<file path="src/rtl/pc_seq_unit_if.sv">
// Command/status bundle between the fetch control and the PC sequencer.
// Optional PC_HALT_EN adds the halt request and halted status signals.
interface pc_seq_unit_if #(
    parameter int D         = 12,
    parameter int OFF_W     = 9,
    parameter int RAS_DEPTH = 4
);
    localparam int CW = $clog2(RAS_DEPTH) + 1;

    logic             stall;
    logic             branch_en;
    logic             jump_en;
    logic             call_en;
    logic             ret_en;
    logic [OFF_W-1:0] offset;
    logic [D-1:0]     target;
    logic [D-1:0]     prog_ctr;
    logic [CW-1:0]    ras_count;
    logic             ras_full;
    logic             ras_empty;
    logic             ras_err;
`ifdef PC_HALT_EN
    logic             halt;
    logic             halted;

    modport master (
        output stall, branch_en, jump_en, call_en, ret_en, offset, target, halt,
        input  prog_ctr, ras_count, ras_full, ras_empty, ras_err, halted
    );
    modport slave (
        input  stall, branch_en, jump_en, call_en, ret_en, offset, target, halt,
        output prog_ctr, ras_count, ras_full, ras_empty, ras_err, halted
    );
`else
    modport master (
        output stall, branch_en, jump_en, call_en, ret_en, offset, target,
        input  prog_ctr, ras_count, ras_full, ras_empty, ras_err
    );
    modport slave (
        input  stall, branch_en, jump_en, call_en, ret_en, offset, target,
        output prog_ctr, ras_count, ras_full, ras_empty, ras_err
    );
`endif
endinterface

</file>
<file path="src/rtl/pc_seq_unit.sv">
// Fetch-stage PC sequencer: increment, relative branch, jump, call/ret via return-address stack.
// Optional PC_HALT_EN adds a sticky halt that freezes PC and stack until reset.
module pc_seq_unit #(
    parameter int D         = 12,
    parameter int OFF_W     = 9,
    parameter int RAS_DEPTH = 4,
    parameter int RESET_VEC = 0
) (
    input logic          clk,
    input logic          reset,
    pc_seq_unit_if.slave bus
);
    localparam int CW = $clog2(RAS_DEPTH) + 1;
    localparam int IW = $clog2(RAS_DEPTH);
    localparam logic [D-1:0]  PC_ONE  = D'(1);
    localparam logic [CW-1:0] CNT_ONE = CW'(1);
    localparam logic [CW-1:0] CNT_MAX = CW'(RAS_DEPTH);

    logic [D-1:0]  pc_q, pc_d, pc_inc, pc_rel;
    logic [CW-1:0] cnt_q, cnt_d, cnt_m1;
    logic          err_q, err_d;
    logic          full, empty, push, freeze;
    logic [IW-1:0] push_idx, pop_idx;
    logic [D-1:0]  ras_q [RAS_DEPTH];

    assign pc_inc   = pc_q + PC_ONE;
    // Size cast of a signed operand sign-extends, also correct when OFF_W == D.
    assign pc_rel   = pc_q + D'($signed(bus.offset));
    assign full     = (cnt_q == CNT_MAX);
    assign empty    = (cnt_q == '0);
    assign cnt_m1   = cnt_q - CNT_ONE;
    assign push_idx = cnt_q[IW-1:0];
    assign pop_idx  = cnt_m1[IW-1:0];

`ifdef PC_HALT_EN
    logic halted_q, halted_d;

    assign freeze     = bus.stall | halted_q | bus.halt;
    assign halted_d   = halted_q | (bus.halt & ~bus.stall);
    assign bus.halted = halted_q;

    always_ff @(posedge clk) begin
        if (reset) halted_q <= 1'b0;
        else       halted_q <= halted_d;
    end
`else
    assign freeze = bus.stall;
`endif

    always_comb begin
        pc_d  = pc_q;
        cnt_d = cnt_q;
        err_d = err_q;
        push  = 1'b0;
        if (freeze) begin
            pc_d = pc_q;
        end else if (bus.ret_en) begin
            if (empty) begin
                pc_d  = pc_inc;
                err_d = 1'b1;
            end else begin
                pc_d  = ras_q[pop_idx];
                cnt_d = cnt_m1;
            end
        end else if (bus.call_en) begin
            if (full) begin
                pc_d  = pc_inc;
                err_d = 1'b1;
            end else begin
                pc_d  = bus.target;
                cnt_d = cnt_q + CNT_ONE;
                push  = 1'b1;
            end
        end else if (bus.jump_en) begin
            pc_d = bus.target;
        end else if (bus.branch_en) begin
            pc_d = pc_rel;
        end else begin
            pc_d = pc_inc;
        end
    end

    always_ff @(posedge clk) begin
        if (reset) begin
            pc_q  <= D'(RESET_VEC);
            cnt_q <= '0;
            err_q <= 1'b0;
        end else begin
            pc_q  <= pc_d;
            cnt_q <= cnt_d;
            err_q <= err_d;
        end
    end

    // Stack contents need no reset; occupancy alone defines what is valid.
    always_ff @(posedge clk) begin
        if (!reset && push) ras_q[push_idx] <= pc_inc;
    end

    assign bus.prog_ctr  = pc_q;
    assign bus.ras_count = cnt_q;
    assign bus.ras_full  = full;
    assign bus.ras_empty = empty;
    assign bus.ras_err   = err_q;
endmodule

</file>
<file path="src/flat_wrapper.sv">
// flat-port wrapper written by rule: the top's interface ports become plain ports
module pc_seq_unit_flat 
#(
    parameter int D         = 12,
    parameter int OFF_W     = 9,
    parameter int RAS_DEPTH = 4,
    parameter int RESET_VEC = 0
)
  (clk, reset, bus_stall, bus_branch_en, bus_jump_en, bus_call_en, bus_ret_en, bus_offset, bus_target, bus_prog_ctr, bus_ras_count, bus_ras_full, bus_ras_empty, bus_ras_err);
  pc_seq_unit_if #(.D(D), .OFF_W(OFF_W), .RAS_DEPTH(RAS_DEPTH)) bus_i ();
  input logic clk;
  input logic reset;
  input wire logic [$bits(bus_i.stall)-1:0] bus_stall;
  input wire logic [$bits(bus_i.branch_en)-1:0] bus_branch_en;
  input wire logic [$bits(bus_i.jump_en)-1:0] bus_jump_en;
  input wire logic [$bits(bus_i.call_en)-1:0] bus_call_en;
  input wire logic [$bits(bus_i.ret_en)-1:0] bus_ret_en;
  input wire logic [$bits(bus_i.offset)-1:0] bus_offset;
  input wire logic [$bits(bus_i.target)-1:0] bus_target;
  output wire logic [$bits(bus_i.prog_ctr)-1:0] bus_prog_ctr;
  output wire logic [$bits(bus_i.ras_count)-1:0] bus_ras_count;
  output wire logic [$bits(bus_i.ras_full)-1:0] bus_ras_full;
  output wire logic [$bits(bus_i.ras_empty)-1:0] bus_ras_empty;
  output wire logic [$bits(bus_i.ras_err)-1:0] bus_ras_err;
  assign bus_i.stall = bus_stall;
  assign bus_i.branch_en = bus_branch_en;
  assign bus_i.jump_en = bus_jump_en;
  assign bus_i.call_en = bus_call_en;
  assign bus_i.ret_en = bus_ret_en;
  assign bus_i.offset = bus_offset;
  assign bus_i.target = bus_target;
  assign bus_prog_ctr = bus_i.prog_ctr;
  assign bus_ras_count = bus_i.ras_count;
  assign bus_ras_full = bus_i.ras_full;
  assign bus_ras_empty = bus_i.ras_empty;
  assign bus_ras_err = bus_i.ras_err;
  pc_seq_unit #(.D(D), .OFF_W(OFF_W), .RAS_DEPTH(RAS_DEPTH), .RESET_VEC(RESET_VEC)) u_core (.clk(clk), .reset(reset), .bus(bus_i));
endmodule
</file>
<file path="config.mk">
export PLATFORM = sky130hd
export DESIGN_NAME = pc_seq_unit_flat
export DESIGN_NICKNAME = d
export VERILOG_FILES = /design/src/rtl/pc_seq_unit_if.sv /design/src/rtl/pc_seq_unit.sv /design/src/flat_wrapper.sv
export SDC_FILE = /design/constraint.sdc
export NUM_CORES = 1
export LEC_CHECK = 0
export ABC_CLOCK_PERIOD_IN_PS = 3700
export CAP_MARGIN = 30
export CORE_ASPECT_RATIO = 0.75
export CORE_UTILIZATION = 31
export CTS_CLUSTER_SIZE = 40
export DETAILED_ROUTE_END_ITERATION = 6
export DONT_BUFFER_PORTS = 1
export PLACE_DENSITY = 0.53
export SLEW_MARGIN = 15
export SYNTH_ARGS = -nofsm -noshare
export SYNTH_HDL_FRONTEND = slang
export SYNTH_SLANG_ARGS = --single-unit
export TNS_END_PERCENT = 20
</file>
<file path="constraint.sdc">
create_clock -name clk -period 3.7 [get_ports clk]
set_clock_uncertainty 0.05 [all_clocks]
set_input_delay 0.555 -clock clk [delete_from_list [all_inputs] [get_ports clk]]
set_output_delay 0.555 -clock clk [all_outputs]
set_load 0.02 [all_outputs]
</file>
**After elaboration in Yosys (flattened, before gate mapping)**

Memory sizes are Yosys's and may differ from the RTL's.
Index checks and enable logic that the tools add are counted.

- Flip-flop bits (word level): 16
- Latch bits: 0
- Memory bits (writable): 48
- ROM bits: 0
- Bits of input ports: 28
- Output and inout bits: 18
- Logic and storage cells: 40
- Memories kept: 1

Memory list:

| name | depth | width | rd ports | clocked after memory_dff | wr ports | line | text |
|---|---|---|---|---|---|---|---|
| u_core.ras_q | 4 | 12 | 1 | 0 | 1 | pc_seq_unit.sv:24 | `logic [D-1:0] ras_q [RAS_DEPTH];` |

- $add $sub $neg: 4
- Multipliers: 0
- Divide/modulo/power cells: 0
- $lt $le $gt $ge: 0
- Equality and inequality tests: 4
- Shifts and indexed selects: 0
- Muxes and demuxes: 20
- Bitwise gates (word level): 1
- Reductions and logical operators: 7

Operators by type and width:

| kind | count |
|---|---|
| 12-bit 2-to-1 mux | 6 |
| 12-bit by 1-bit adder with 12-bit output, second input constant | 1 |
| 12-bit adder | 1 |
| 3-bit 2-to-1 mux | 4 |
| 1-bit 2-to-1 mux | 10 |
| 4-bit AND reduction | 2 |
| 2-bit != test, second input constant | 2 |
| 2-bit nonzero test | 2 |
| 3-bit by 1-bit adder with 3-bit output, second input constant | 1 |
| 3-bit == test, second input constant | 1 |
| 3-bit zero test | 1 |
| 3-bit by 1-bit subtractor with 3-bit output, second input constant | 1 |
| 2-bit by 1-bit != test with 1-bit output, second input constant | 1 |
| 1-bit logical AND | 1 |
| 1-bit zero test | 1 |
| 1-bit NOT | 1 |

**Depth between registers and ports, before layout**

- Word-level depth: 8
- Depth in mapped cells: 12
- Mapped depth without buffers: 9

**Least setup slack after synthesis**

Ideal clock, no wire load.

- Path kind: reg-to-reg
- From: register u_core.cnt_q[0] (netlist: u_core.bus.ras_count[0])
- To: memory u_core.ras_q[0][0], enable pin
- Library setup time: 355 ps
- Arrival: 2304 ps
- Data required time: 3295 ps
- Slack: 991 ps
- Cell stages (with the launch flop): 9
- Buffers on the path: 2
- Clock period less this slack: 2709 ps
- Path through: dfxtp_1 buf_6 buf_12 inv_1 ha_1 ha_1 nor3b_1 and3_1 and2_1

- Word-level cells in the longest chain between the ends: 8

Ends and longest elaborated chain:

| what | line | text |
|---|---|---|
| start: declaration | pc_seq_unit.sv:20 | `logic [CW-1:0] cnt_q, cnt_d, cnt_m1;` |
| start signal: assignment | pc_seq_unit.sv:90 | `cnt_q <= cnt_d;` |
| 3-bit == test | pc_seq_unit.sv:29 | `assign full = (cnt_q == CNT_MAX);` |
| net bus_ras_full | flat_wrapper.sv:22 | `output wire logic [$bits(bus_i.ras_full)-1:0] bus_ras_full;` |
| 1-bit 2-to-1 mux | pc_seq_unit.sv:66 | `if (full) begin` |
| 1-bit 2-to-1 mux | pc_seq_unit.sv:65 | `end else if (bus.call_en) begin` |
| 1-bit 2-to-1 mux | pc_seq_unit.sv:57 | `end else if (bus.ret_en) begin` |
| 1-bit 2-to-1 mux | pc_seq_unit.sv:55 | `if (freeze) begin` |
| 1-bit logical AND | pc_seq_unit.sv:97 | `if (!reset && push) ras_q[push_idx] <= pc_inc;` |
| 1-bit 2-to-1 mux | pc_seq_unit.sv:97 |  |
| 1-bit 2-to-1 mux (implied by the code) | pc_seq_unit.sv:97 |  |
| end: declaration | pc_seq_unit.sv:24 |  |

The timed path passes the listed nets, and every way through them passes these cells.

**Worst setup path after layout**

- From: register u_core.cnt_q[1] (netlist: u_core.bus.ras_count[1])
- To: memory u_core.ras_q[3][10], enable pin

Same word-level chain as after synthesis.

==> qor.yml <==
power:
  clkPwrFrac_pct: 44.9
  p_leak_nw: 1.45
  pwr-share-comb_pct: 15.8
  power_switching_w: 0.000569
  netSwitchingFraction_pct: 26.2
  p_seq_share_pct: 39.3
  p_int_w: 0.00160
  ir_drop_mv: 0.298
  power_density_nw_per_um2: 519
logic_synthesis:
  synth.distinct_cells: 56
  yosysSeqAreaShare_pct: 47.7
  synthCells: 318
  synth_area_leader_cell: "edfxtp_1"
  yosys-top-cells-count: "edfxtp_1 (48), nor2_1 (24), inv_1 (20)"
  synth-xor-area-share_pct: 3.80
  synth_top_area_share_pct: 39.0
  synth-compound-area-share_pct: 14.9
  synthesis.nets: 365
  synthFlopType: "edfxtp_1"
  yosysWarnings: 0
  synthMuxAreaShare_pct: 10.3
  syn_area_um2: 3690
  synth-adder-area-share_pct: 6.64
  synth_top_cells_by_area: "edfxtp_1 (39%), dfxtp_1 (8.7%), mux4_1 (7.1%), ha_1 (6.1%), o21ai_0 (2.4%)"
  synth_top_family_by_area: "compound AO/OA/AOI/OAI gates"
  synth_edf_count: 48
  synth_seq_cells: 64
  synth-simple-area-share_pct: 12.7
  yosysMostFrequentCell: "edfxtp_1"
  synthArstFlopShare_pct: 0
  post_synth.cell_area_avg_um2: 11.6
clock_tree:
  clk_latency_ns: 0.33
  cts_tree: "yes"
  cts_buffers: 9
  root_buffer: "clkbuf_16"
  cts.sinks: 64
  cts_setup_buffers: 0
  clkTransAtPathRegs_ns: 0.06
  cts_max_level: 3
  ctsResizeCount: 0
  hold_buffers: 0
  clockBufferDepth: 2
placed_design:
  dp_hpwl_um: 7060
  dp_cells: 471
  io_buffers: 0
  place_congestion: 0.809
final_layout:
  antenna_cells: 0
  fin_cells: 487
  layout-drive-gt1-share_pct: 9.23
  area_growth_pct: 13.3
  nets: 367
sta:
  slew_viol_final: 0
  worst_pin_slew_ns: 0.740
  fmax_mhz: 346
  setup_tns_ns: 0
  relSlewSlack_pct: 50.3
  min_period_ns: 2.89
  rsz0062_at_grt: "no"
  fin_crit_sh_pct: 78.1
  hold_viol: 0
  setup_violations: 0
grt:
  grt-ovfl-total: 0
  antenna_found_initial: 0
  grt_usage_pct: 16.7
  grt_max_degree: 19
  grt_pass1_wl_um: 15000
  grt_pass1_vias: 2576
setup_path:
  critical_path.top_delay_family: "simple AND/OR/NAND/NOR gates"
  path_buf_inv: 1
  critical_path_class: "reg2reg"
  critPathSlowestCell: "and2_1"
  crit_path_end_kind: "flop"
  crit_chain: "inv_1, ha_1, ha_1, nor3b_1, and3_1, and2_1"
  worstSetupStartpointType: "flop"
  cp.required_ns: 3.60
  critPathMostFrequentCell: "ha_1"
  critPathArrivalTime_ns: 2.80
  crit_fanout: 12
  cpPeakStageDelay_ns: 0.58
die:
  num_io_pins: 46
  start_util_pct: 31.8
  die_h_um: 96.5
  die_area_um2: 12400
  std_cell_rows: 34
  die_w_um: 128
  core_area_um2: 11600
routing:
  drc: 1
  routedWlPerCell_um: 19.4
  via_count: 2595
  drtPass1Iterations: 6
  detail-route-antenna-nets: 0
  totalWireLength_um: 9440
  initialDrtViolationCount: 230
  viasPerCell: 5.33
run_status:
  status: "finished with violations"
  failed_checks: "DRC"
run:
  cap_violations: 0
worst_hold_path:
  min_path_type: "in2reg"
-- metal layers --
metal  vias to the layer above  part of all wire (%)  global-route usage [%]
met5                         -                     0                       0
met4                         0                  0.44                    3.92
met3                         8                    10                    6.61
met2                        92                    41                    23.1
met1                      1258                    49                    24.1
li1                       1237                     -                       -
-- cells in the final DEF (no fill, tap or decap), types with 3 or more instances in the layout --
cell / instances
a2111oi_0: 4
a211oi_1: 3
a21oi_1: 16
a221oi_1: 7
a31oi_1: 6
and2_1: 6
bufinv_16: 3
clkbuf_16: 9
dfxtp_1: 16
edfxtp_1: 48
ha_1: 18
inv_1: 20
mux2i_1: 5
mux4_1: 10
nand2_1: 15
nand2b_1: 9
nand3_1: 14
nor2_1: 24
nor2b_1: 3
nor3_1: 3
o211ai_1: 5
o21ai_0: 18
xnor2_1: 10
xor2_1: 6
-- power by group through the flow --
stage / registers, W / logic [W] / clock network, W
floorplan: 0.000861 / 0.000269 / 0
global placement: 0.000869 / 0.000336 / 0
detailed placement: 0.000870 / 0.000339 / 0
CTS: 0.000855 / 0.000342 / 0.000991
global route: 0.000860 / 0.000378 / 0.00103
finish: 0.000854 / 0.000343 / 0.000974
-- registers in the layout, indices dropped and copies added (netlist names) --
signal / cells
u_core.ras_q: 48
u_core.bus.prog_ctr: 12
u_core.bus.ras_count: 3
u_core.bus.ras_err: 1
-- worst paths after layout --
check / startpoint / endpoint / cells after the start / slack (ns)
min reg2reg: u_core.bus.ras_err / u_core.bus.ras_err / 2 / 0.55
max: u_core.bus.ras_count[1] / u_core.ras_q[3][10] / 6 / 0.81
min: reset / u_core.bus.ras_err / 1 / 0.24
max reg2reg: u_core.bus.ras_count[1] / u_core.ras_q[3][10] / 6 / 0.81
-- stage by stage --
step / hold WS (ns) / total power [W] / cell area, um2 / util [%] / setup WS [ns]
final: 0.244 / 0.00217 / 4180 / 36.0 / 0.809
after global routing: 0.229 / 0.00227 / 4180 / 36.0 / 0.549
after CTS: 0.234 / 0.00219 / 4180 / 36.0 / 0.769
after detailed placement: 0.547 / 0.00121 / 3840 / 33.1 / 0.783
after global placement: 0.537 / 0.00121 / 3840 / 33.1 / 0.846
after floorplan: 0.520 / 0.00113 / 3690 / - / 0.991
-- worst reg2reg max path, cell delays in order, from the launching register on --
cell and delay, ns:
dfxtp_1 0.51, inv_1 0.12, ha_1 0.24, ha_1 0.35, nor3b_1 0.41, and3_1 0.26
and2_1 0.58
-- layout make-up --
| type | instances | area, um2 |
|---|---|---|
| inverters | 20 | 75.1 |
| well taps | 162 | 203 |
| clock buffers | 9 | 225 |
| multi-input cells | 223 | 1780 |
| flip-flops and latches | 64 | 1760 |
| fillers | 1144 | 7430 |
| repair buffers | 2 | 15.0 |
| clock inverters | 7 | 119 |
-- cells by family (layout without fill, tap and decap cells) --
kind of cell             count (synthesis)  in the layout
AO/OA/AOI/OAI                           80             80
XOR/XNOR                                16             16
adder cells (fa/ha/maj)                 19             19
buffers and inverters                   31             38
flip-flops                              64             64
multiplexers                            19             19
AND/OR/NAND/NOR                         89             89
Note: power is estimated with default switching activity, not from simulation.
